File: src/rtl/cpu_rst_seq.sv
// Staged reset sequencer for the cpu_clk domain: waits for a stable PLL lock,
// releases peripheral reset, then CPU reset, and honours a debounced reset button.
module cpu_rst_seq #(
  parameter int LOCK_HOLD = 1024,
  parameter int DEBOUNCE  = 22000,
  parameter int STAGGER   = 16,
  parameter int CNT_W     = 16
) (
  input  logic       clock,
  input  logic       reset,
  input  logic       i_pll_locked,
  input  logic       i_btn_rst,
  output logic       o_periph_rst,
  output logic       o_cpu_rst,
  output logic       o_ready,
  output logic       o_lock_lost,
  output logic [7:0] o_lost_cnt
);

  typedef enum logic [2:0] {
    WAIT_LOCK,
    STABLE,
    RELEASE,
    RUN,
    BTN_HOLD
  } state_t;

  localparam logic [CNT_W-1:0] LOCK_LAST = CNT_W'(LOCK_HOLD - 1);
  localparam logic [CNT_W-1:0] DEB_LAST  = CNT_W'(DEBOUNCE - 1);
  localparam logic [CNT_W-1:0] STAG_LAST = CNT_W'(STAGGER - 1);

  logic             r_lockMeta;
  logic             r_lockS;
  logic             r_btnMeta;
  logic             r_btnS;
  logic [CNT_W-1:0] r_dbc;
  logic             r_btnD;
  logic             r_btnDPrev;
  logic             w_press;

  state_t           r_state;
  state_t           w_nextState;
  logic             w_lossCount;
  logic [CNT_W-1:0] r_cnt;
  logic             r_periphRst;
  logic             r_cpuRst;
  logic             r_ready;
  logic             r_lockLost;
  logic [7:0]       r_lostCnt;

  always_ff @(posedge clock) begin
    if (reset) begin
      r_lockMeta <= 1'b0;
      r_lockS    <= 1'b0;
      r_btnMeta  <= 1'b0;
      r_btnS     <= 1'b0;
    end else begin
      r_lockMeta <= i_pll_locked;
      r_lockS    <= r_lockMeta;
      r_btnMeta  <= i_btn_rst;
      r_btnS     <= r_btnMeta;
    end
  end

  // Any cycle of agreement restarts the debounce window.
  always_ff @(posedge clock) begin
    if (reset) begin
      r_dbc      <= '0;
      r_btnD     <= 1'b0;
      r_btnDPrev <= 1'b0;
    end else begin
      r_btnDPrev <= r_btnD;
      if (r_btnS != r_btnD) begin
        if (r_dbc == DEB_LAST) begin
          r_btnD <= r_btnS;
          r_dbc  <= '0;
        end else begin
          r_dbc <= r_dbc + CNT_W'(1);
        end
      end else begin
        r_dbc <= '0;
      end
    end
  end

  assign w_press = r_btnD & ~r_btnDPrev;

  always_comb begin
    w_nextState = r_state;
    w_lossCount = 1'b0;
    case (r_state)
      WAIT_LOCK: begin
        if (r_lockS) w_nextState = STABLE;
      end
      STABLE: begin
        if (!r_lockS)                w_nextState = WAIT_LOCK;
        else if (r_btnD)             w_nextState = BTN_HOLD;
        else if (r_cnt == LOCK_LAST) w_nextState = RELEASE;
      end
      RELEASE: begin
        if (!r_lockS) begin
          w_nextState = WAIT_LOCK;
          w_lossCount = 1'b1;
        end else if (w_press) begin
          w_nextState = BTN_HOLD;
        end else if (r_cnt == STAG_LAST) begin
          w_nextState = RUN;
        end
      end
      RUN: begin
        if (!r_lockS) begin
          w_nextState = WAIT_LOCK;
          w_lossCount = 1'b1;
        end else if (w_press) begin
          w_nextState = BTN_HOLD;
        end
      end
      BTN_HOLD: begin
        if (!r_lockS)     w_nextState = WAIT_LOCK;
        else if (!r_btnD) w_nextState = STABLE;
      end
      default: w_nextState = WAIT_LOCK;
    endcase
  end

  // Outputs are decoded from the next state so they change on the transition edge.
  always_ff @(posedge clock) begin
    if (reset) begin
      r_state     <= WAIT_LOCK;
      r_cnt       <= '0;
      r_periphRst <= 1'b1;
      r_cpuRst    <= 1'b1;
      r_ready     <= 1'b0;
      r_lockLost  <= 1'b0;
      r_lostCnt   <= 8'd0;
    end else begin
      r_state <= w_nextState;
      if (w_nextState != r_state)
        r_cnt <= '0;
      else if (r_state == STABLE || r_state == RELEASE)
        r_cnt <= r_cnt + CNT_W'(1);
      r_periphRst <= (w_nextState inside {WAIT_LOCK, STABLE, BTN_HOLD});
      r_cpuRst    <= (w_nextState != RUN);
      r_ready     <= (w_nextState == RUN);
      if (w_lossCount) begin
        r_lockLost <= 1'b1;
        if (r_lostCnt != 8'hFF) r_lostCnt <= r_lostCnt + 8'd1;
      end
    end
  end

  assign o_periph_rst = r_periphRst;
  assign o_cpu_rst    = r_cpuRst;
  assign o_ready      = r_ready;
  assign o_lock_lost  = r_lockLost;
  assign o_lost_cnt   = r_lostCnt;

endmodule

File: config.mk
export PLATFORM = sky130hd
export DESIGN_NAME = cpu_rst_seq
export DESIGN_NICKNAME = d
export VERILOG_FILES = /design/src/rtl/cpu_rst_seq.sv
export SDC_FILE = /design/constraint.sdc
export NUM_CORES = 1
export LEC_CHECK = 0
export CAP_MARGIN = 25
export CORE_MARGIN = 5
export CORE_UTILIZATION = 40
export CTS_BUF_LIST = sky130_fd_sc_hd__clkbuf_8
export DETAILED_ROUTE_END_ITERATION = 8
export PLACE_DENSITY = 0.61
export SETUP_SLACK_MARGIN = 0.3
export SYNTH_ARGS = -nofsm -noshare
export SYNTH_HDL_FRONTEND = slang
export SYNTH_SLANG_ARGS = --single-unit
File: constraint.sdc
create_clock -name clock -period 2.35 [get_ports clock]
set_clock_uncertainty 0.15 [all_clocks]
set_input_delay 0.235 -clock clock [delete_from_list [all_inputs] [get_ports clock]]
set_output_delay 0.235 -clock clock [all_outputs]
set_load 0.05 [all_outputs]
==> summary.md, run 1 <==
| Metric | Value |
|---|---|
| Outcome | `complete, no violations` |
| Critical path origin | `o_lost_cnt[3]` |
| Die area | `0.007719 mm2` |
| Nets | `between 200 and 300` |
| CTS root buf | `clkbuf_8` |
| Pin slew with the least headroom to its limit | `~560 ps` |
| Critical path peak fanout | `7` |
| Worst R2R Start | `r_cnt[0]` |
| CTS tree | `yes` |
| Core Box Area | `roughly 0.006 mm2` |
| CTS Buffer Depth | `2` |
| Initial Util | `0.4096` |
| VDD IR max | `approximately 0.32 mV` |
| Final Hold Viols | `0` |
| Die W | `approximately 90 um` |
| Routed wire per std cell | `~12 um` |
| Largest net degree at the start of global routing | `17` |
| Synthesized cell area | `between 0.002 and 0.0025 mm2` |
| RSZ-0062 raised after global routing | `false` |
| Max Cap Violations | `0` |
| Worst hold path class | `register to register` |
| Placed wire-length estimate | `2928 um` |
| Most frequent cells in the layout | `50 x dfxtp_1, 48 x nor2_1, 21 x nand3_1` |
| Min Tclk post-route | `just under 2000 ps` |
| Initial DRC count | `a little over 60` |
| Max incr delay on CP | `approximately 840 ps` |
| Slew headroom | `0.6271` |
| Final setup vio count | `0` |
| Kind of critical path | `register to output pin` |
| Arr. time, crit path | `between 1500 and 2000 ps` |
| Cell variety after synth | `46` |
| Setup TNS | `0 ps` |
| Fin. max-slew vios | `0` |
| Crit path buf inv count | `1` |
| Cell Pwr Density | `between 500 and 600 mW/mm2` |
| Critical path depth | `1` |
| Met1 WL | `about 2000 um` |
| Post-Syn Area per Cell | `between 9 and 10 um2` |
| Fmax achieved | `approximately 510 MHz` |
| Number of CTS-inserted buffers | `5` |
| Die Y-Extent | `between 80 and 90 um` |
| Cell Rows | `28` |
| Final Util | `0.4670` |
| Post-synth net total | `~280` |
| Total wire length | `between 4000 and 5000 um` |
| Layout cells sized above 1 | `0.1014` |
| PortBufs | `15` |
| Cells after synthesis | `268` |
| Sequential fraction of the synthesis area | `0.4376` |
| Number of diodes | `0` |
| Startpoint Class | `register` |
| Worst hold slack | `297.2 ps` |
| Slowest CP cell | `clkdlybuf4s50_1` |
| Commonest non-fill, non-tap cell in the layout | `dfxtp_1` |
| First-pass iteration count of the detailed router | `4` |
| Antenna violations before repair | `0` |
| #FFs+latches synth | `53` |
| Yosys Warn Count | `0` |
| GPL Wtd Cong | `0.7280` |
| Crit path to | `o_lost_cnt[3]` |
| Max layer used | `met4` |
| WL met2 | `1839 um` |
| Clk Latency, worst-skew pair | `~300 ps` |
| Total grt overflow | `0` |
| Metal3 WL | `a little over 200 um` |
| Worst R2R Setup Slack | `~410 ps` |
| Reg2reg end | `o_cpu_rst` |
| Vias/cell | `~5.0` |
| Hold buffer count at CTS | `0` |
| # fillers | `roughly 550` |
| Htree depth | `2` |
| Post-route ant nets | `0` |
| Clk sinks | `53` |
| Drc violations | `0` |
| Leakage power total | `roughly 0.94 nW` |
| Critical path cell sequence | `clkdlybuf4s50_1` |
| Final critical-path share of the clock period | `0.8337` |
| WP data required | `1970 ps` |
| GRT Total Usage | `0.1224` |
| Worst Reg-to-Reg Cells | `6` |
| Worst-path clk slew | `around 90 ps` |
| I/O Pins | `16` |
| First-pass GRT wire length | `about 7600 um` |
| Vias post-DR | `roughly 1800` |
| Vias in the first global route | `1694` |
| CP Capture Type | `output pin` |
| Area Overhead vs Synth | `14.03%` |
| Top Family by Delay on Critical Path | `buffers and inverters` |
[layer usage]
metal	vias to the layer above	GRT usage
met1	815	0.1646
li1	942	-
met4	0	0.04603
met2	28	0.1856
met5	-	0
met3	4	0.03575
[through the flow]
stage	total power, mW	cell area, um2	setup WS (ps)	cells
2_1_floorplan	0.9487	2425	450.4	268
4_1_cts	1.607	2760	356.0	361
3_3_place_gp	0.9570	2619	338.3	352
3_5_place_dp	0.9572	2619	279.5	352
6_report	1.581	2765	390.7	361
5_1_grt	1.655	2765	307.1	361
[state kept, by name (all words and copies together) (netlist names), 3 cells and up]
name and cells:
r_cnt 16, r_state 3, o_lost_cnt 8, r_dbc 16
[timing repair]
| action | 4_1_cts | 5_1_grt |
|---|---|---|
| resized for setup | 1 | 3 |
| hold endpoints to repair | 0 | 0 |
| buffers inserted | 1 | 0 |
| setup endpoints to repair | 16 | 21 |
| pin swaps | 1 | 0 |
[kinds of logic after synthesis]
family	synth area share
mux	0.004128
simple gates	0.2998
flops	0.4376
compound gates	0.06709
fa+ha+maj	0.01548
xor+xnor	0.1414
buf+inv	0.03457
[cell type report]
| class | count | area [um2] | area share |
|---|---|---|---|
| repair buffers | 18 | 187.7 | 0.06787 |
| clock inverters | 2 | 37.54 | 0.01357 |
| clock buffers | 6 | 82.58 | 0.02986 |
| inverters | 5 | 18.77 | 0.006787 |
| multi-input cells | 202 | 1280 | 0.4629 |
| flip-flops and latches | 53 | 1065 | 0.3851 |
| well taps | 75 | 93.84 | 0.03394 |
[worst min path at each step]
stage,from,end,slack [ps],cells past startpoint
after floorplan,i_btn_rst,r_btnMeta,210,1
after global placement,r_btnMeta,r_btnS,270,1
after detailed placement,r_btnMeta,r_btnS,280,1
after CTS,r_btnMeta,r_btnS,300,1
after global routing,i_btn_rst,r_btnMeta,320,2
final,r_btnMeta,r_btnS,300,1
[power breakdown]
group          total (mW)  internal (mW)  switching [mW]
Combinational      0.0362         0.0173          0.0189
Clock               0.641          0.346           0.294
Sequential          0.904          0.901         0.00258
Total                1.58           1.27           0.316
[cells in the mapped netlist (all sizes together)]
library cell	number	area (um2)
o211ai	1	21.27
and4	4	36.29
or3	3	23.77
xor2	19	166.4
a21oi	6	30.03
inv	5	18.77
o31ai	1	7.510
nor4b	1	8.760
o2111a	1	11.26
or2	1	6.260
a211o	4	37.54
ha	3	37.54
mux2i	1	10.01
o221ai	1	8.760
nand2b	4	27.53
o21a	1	7.510
xnor2	18	176.4
nor4	2	12.51
or3b	1	11.26
nor3b	2	20.02
clkbuf	3	21.27
nor2b	7	43.79
a2bb2oi	1	8.760
nor3	11	76.33
dfxtp	53	1061
nand2	17	63.81
nor4bb	1	10.01
and3	6	38.79
nand4	8	50.05
buf	5	43.79
nor2	50	192.7
o21ai	6	30.03
nand3	21	105.1
(Power assumes the default switching activity.)
==> inputs of run 2 (changes only) <==
clock period = 2 ns   (was 2.35 ns; I/O delays follow)
==> run 2 against run 1 <==
  * First-iteration DRC count grew 11%
  * Final area grew 16%
  * Via count grew 9.7%
  * Critical path type is now register to register
  * Worst hold slack lost 9.1 ps
  * Worst setup slack lost 210 ps
  * Critical endpoint is now r_cnt[10]
  * Total power grew 17%
  * Combinational power grew 81%
==> summary.md, run 2 (synthesis results as in run 1) <==
| Metric | Value |
|---|---|
| Max incr delay on CP | `430 ps` |
| Core Box Area | `a little under 0.006 mm2` |
| Hold depth | `2` |
| Vias in the first global route | `roughly 1900` |
| Nets | `between 300 and 400` |
| Die Y-Extent | `slightly below 90 um` |
| Die area | `around 0.0077 mm2` |
| Vias/cell | `~5.1` |
| Pin slew with the least headroom to its limit | `about 500 ps` |
| Area Overhead vs Synth | `32.25%` |
| Most frequent cells in the layout | `35 x nor2_1, 35 x dfxtp_1, 20 x nand3_1` |
| Post-Place Setup Slack | `between 150 and 200 ps` |
| Cell Rows | `28` |
| Startpoint Class | `register` |
| Critical path peak fanout | `12` |
| Kind of critical path | `register to register` |
| Initial DRC count | `between 60 and 70` |
| Cell Pwr Density | `between 500 and 600 mW/mm2` |
| Routed wire per std cell | `~13 um` |
| # placed instances | `around 360` |
| Slew headroom | `0.6694` |
| Largest net degree at the start of global routing | `17` |
| First-pass GRT wire length | `8418 um` |
| Post-route cell area | `between 0.003 and 0.004 mm2` |
| Crit path buf inv count | `2` |
| CP Capture Type | `register` |
| Layout cells sized above 1 | `0.3323` |
| Reg power frac | `0.572` |
| Setup ws final | `approximately 180 ps` |
| Worst Reg-to-Reg Cells | `7` |
| Sequential cell area | `0.001089 mm2` |
| Number of CTS-inserted buffers | `5` |
| Leakage power total | `~1.2 nW` |
| Number of diodes | `0` |
| Arr. time, crit path | `1880 ps` |
| Initial Util | `0.4096` |
| Pint | `between 1 and 1.5 mW` |
| Slowest CP cell | `dfxtp_2` |
| Placed wire-length estimate | `~3100 um` |
| Top Family by Delay on Critical Path | `simple AND/OR/NAND/NOR gates` |
| Critical path cell sequence | `nor3_4 -> a21oi_2 -> or3_4 -> o211ai_4 -> buf_6 -> buf_16 -> nor2_1` |
| CTS Buffer Depth | `2` |
| Final critical-path share of the clock period | `0.9121` |
| RSZ-0062 raised after global routing | `true` |
| CTS root buf | `clkbuf_8` |
| Clock Power Share | `0.392` |
| WP data required | `about 2100 ps` |
| Die W | `roughly 90 um` |
| Worst-path clk slew | `roughly 100 ps` |
| Psw | `between 0.3 and 0.4 mW` |
| Drc violations | `0` |
| Fin. max-slew vios | `0` |
| Sw frac | `0.2105` |
| Total power | `between 1.5 and 2 mW` |
| Worst hold slack | `288.1 ps` |
| Setup TNS | `0 ps` |
| I/O Pins | `16` |
| Total grt overflow | `0` |
| VDD IR max | `roughly 0.43 mV` |
| # fillers | `roughly 540` |
| DP Area | `0.002728 mm2` |
| Outcome | `complete, no violations` |
| Vias post-DR | `between 1500 and 2000` |
| GRT Total Usage | `0.1382` |
| Post-route ant nets | `0` |
| GPL Wtd Cong | `0.7753` |
| Comb pwr share | `0.035` |
| Clk sinks | `53` |
| Multi-input gate area | `about 0.0015 mm2` |
| Min Tclk post-route | `about 1800 ps` |
| First-pass iteration count of the detailed router | `4` |
| Non-filler cells in the finished layout | `~390` |
| Worst hold path class | `input port to register` |
| Max Cap Violations | `0` |
| Htree depth | `2` |
| Clk Latency, worst-skew pair | `a little over 300 ps` |
| Worst R2R Setup Slack | `180 ps` |
| Critical path depth | `7` |
| Antenna violations before repair | `0` |
| Final Util | `0.5416` |
| Fmax achieved | `~550 MHz` |
| Final Hold Viols | `0` |
| CTS tree | `yes` |
| PortBufs | `15` |
| Total wire length | `approximately 5100 um` |
| Final setup vio count | `0` |
==> run 2: cell types whose count changed in the layout (fill, tap and decap cells not counted), moves of 4 or more <==
cell / change
dlygate4sd2_1: +11
clkdlybuf4s50_1: -11
nor2_1: -13
buf_6: +5
nor3_1: -4
dfxtp_1: -15
nor2_2: +12
nor3_4: +4
buf_4: +15
dfxtp_2: +13
==> run 2: layer usage <==
layer,GRT usage,routed length (um),vias up,part of all wire
met2,0.2144,2303,52,0.45
met4,0.06416,104,0,0.020
met1,0.1807,2449,904,0.48
met5,0,0,-,0
li1,-,-,998,-
met3,0.03387,257,9,0.050
==> run 2: power groups by stage <==
| stage | logic, mW | registers (mW) | clock network [mW] |
|---|---|---|---|
| floorplan | 0.0294 | 1.09 | 0 |
| global placement | 0.0442 | 1.09 | 0 |
| detailed placement | 0.0447 | 1.09 | 0 |
| CTS | 0.0615 | 1.06 | 0.760 |
| global route | 0.0692 | 1.06 | 0.794 |
| finish | 0.0655 | 1.06 | 0.727 |
==> run 2: final timing paths <==
check | from | to
hold / removal | i_btn_rst | r_btnMeta
setup reg to reg | r_state[2] | r_cnt[10]
hold reg to reg | r_lockMeta | r_lockS
setup / recovery | r_state[2] | r_cnt[10]
==> run 2: layout make-up <==
cell class / instances / area share
clock buffer: 5 / 0.02146
clock inverter: 3 / 0.01327
inverter: 5 / 0.005853
multi-input combinational: 203 / 0.4666
sequential: 53 / 0.3394
tap: 75 / 0.02926
timing repair buffer: 41 / 0.1241
==> run 2: timing repair <==
item	4_1_cts	5_1_grt
gates resized for setup	41	42
pin swaps	10	23
setup buffers	10	4
cloned	2	0
endpoints found under the setup margin	51	42
hold buffers	0	0
==> inputs of run 3 (changes only) <==
SETUP_SLACK_MARGIN = 0.05   (was 0.3)
TNS_END_PERCENT = 5   (was unset)
==> run 3 against run 2 <==
  * Sequential power about the same
  * Die area unchanged
  * Cell count decreased by 3.1%
  * Combinational power decreased by 31%
  * Via count decreased by 5.0%
  * Total power decreased by 1.8%
  * Sequential cell count unchanged
  * Global-route usage decreased by 1.8 points
  * Register-to-register slack got worse by 80 ps
  * Critical path type is now register to output pin
==> summary.md, run 3 (synthesis results as in run 1) <==
| Metric | Value |
|---|---|
| Outcome | `complete, no violations` |
| Initial DRC count | `97` |
| Leakage power total | `between 0.9 and 1 nW` |
| Hold buffer count at CTS | `0` |
| First-pass iteration count of the detailed router | `6` |
| VDD IR max | `roughly 0.53 mV` |
| Top Family by Delay on Critical Path | `buffers and inverters` |
| RSZ-0062 raised after global routing | `true` |
| Arr. time, crit path | `1570 ps` |
| CTS tree | `yes` |
| Area Overhead vs Synth | `17.29%` |
| Max Cap Violations | `0` |
| Initial Util | `0.4096` |
| Kind of critical path | `register to output pin` |
| PortBufs | `15` |
| Commonest non-fill, non-tap cell in the layout | `dfxtp_1` |
| Die Y-Extent | `about 90 um` |
| Routed wire per std cell | `approximately 11 um` |
| Slowest CP cell | `clkdlybuf4s50_1` |
| Cell Pwr Density | `~640 mW/mm2` |
| # placed instances | `roughly 370` |
| Non-filler cells in the finished layout | `373` |
| # fillers | `roughly 570` |
| Critical path cell sequence | `clkdlybuf4s50_1` |
| Clk Latency, worst-skew pair | `approximately 300 ps` |
| Drc violations | `0` |
| CP Capture Type | `output pin` |
| Startpoint Class | `register` |
| Final setup vio count | `0` |
| I/O Pins | `16` |
| Worst hold path class | `input port to register` |
| Critical path peak fanout | `7` |
| Final Hold Viols | `0` |
| Core Box Area | `about 0.0059 mm2` |
| Setup TNS | `0 ps` |
| Min Tclk post-route | `roughly 1900 ps` |
| Post-Place Setup Slack | `113.2 ps` |
| Htree depth | `2` |
| GPL Wtd Cong | `around 0.77` |
| Max incr delay on CP | `~840 ps` |
| Total wire length | `approximately 4200 um` |
| Die area | `0.007719 mm2` |
| Worst-path clk slew | `100 ps` |
| Antenna violations before repair | `0` |
| Clk sinks | `53` |
| Layout cells sized above 1 | `0.1242` |
| Final critical-path share of the clock period | `0.9584` |
| Worst hold slack | `between 200 and 300 ps` |
| Vias post-DR | `around 1900` |
| GRT Total Usage | `0.1199` |
| CTS Buffer Depth | `2` |
| Postcts setup bufs | `0` |
| Total grt overflow | `0` |
| Post-CTS resize count | `1` |
| Die W | `slightly below 90 um` |
| Vias/cell | `roughly 5` |
| Number of diodes | `0` |
| Setup ws final | `about 83 ps` |
| WP data required | `roughly 1700 ps` |
| Placed wire-length estimate | `3005 um` |
| First-pass GRT wire length | `approximately 7400 um` |
| Most frequent cells in the layout | `53 x dfxtp_1, 48 x nor2_1, 21 x nand3_1` |
| Vias in the first global route | `1691` |
| Cell Rows | `28` |
| Fin. max-slew vios | `0` |
| Pin slew with the least headroom to its limit | `about 500 ps` |
| Post-route ant nets | `0` |
| Crit path buf inv count | `1` |
| Fmax achieved | `about 520 MHz` |
| CTS root buf | `clkbuf_8` |
| Largest net degree at the start of global routing | `17` |
| Slew headroom | `0.6665` |
| Nets | `just over 300` |
| Number of CTS-inserted buffers | `5` |
## run 3: cell count changes in the layout (fill, tap and decap cells not counted), sizes merged
| cell | previous run | this run |
|---|---|---|
| clkbuf | 6 | 5 |
| nand2b | 5 | 4 |
| buf | 26 | 15 |
| dlygate4sd2 | 11 | 1 |
| clkdlybuf4s50 | 3 | 14 |
## run 3: final cells by class
type / instances / area (um2) / share of cell area
multi-input cells: 202 / 1285 / 0.4518
flip-flops and latches: 53 / 1061 / 0.3731
repair buffers: 30 / 274.0 / 0.09635
well taps: 75 / 93.84 / 0.03300
clock buffers: 5 / 68.82 / 0.02420
clock inverters: 3 / 42.54 / 0.01496
inverters: 5 / 18.77 / 0.006599
## run 3: stage by stage
stage | area, um2 | util | total power [mW]
4_1_cts | 2839 | 0.4795 | 1.856
2_1_floorplan | 2425 | - | 1.115
5_1_grt | 2844 | 0.4803 | 1.897
3_3_place_gp | 2729 | 0.4609 | 1.132
6_report | 2844 | 0.4803 | 1.818
3_5_place_dp | 2729 | 0.4609 | 1.132
## run 3: power by group
part           switching (mW)  internal, mW  leakage [nW]
sequential            0.00284          1.06         0.428
combinational          0.0226        0.0224         0.512
clock                   0.340         0.371        0.0595
## run 3: worst paths after layout
check | from | slack (ps) | depth (start not counted) | end
setup reg to reg | r_cnt[0] | 100 | 6 | o_cpu_rst
hold / removal | i_pll_locked | 290 | 2 | r_lockMeta
hold reg to reg | r_btnMeta | 300 | 1 | r_btnS
setup / recovery | o_lost_cnt[3] | 80 | 1 | o_lost_cnt[3]
## run 3: metal layers
layer | global-route usage | wire length [um] | part of all wire | vias up
li1 | - | - | - | 974
met5 | 0 | 0 | 0 | -
met1 | 0.1687 | 2139 | 0.51 | 853
met4 | 0.04603 | 52 | 0.012 | 0
met3 | 0.03198 | 217 | 0.051 | 5
met2 | 0.1747 | 1826 | 0.43 | 32
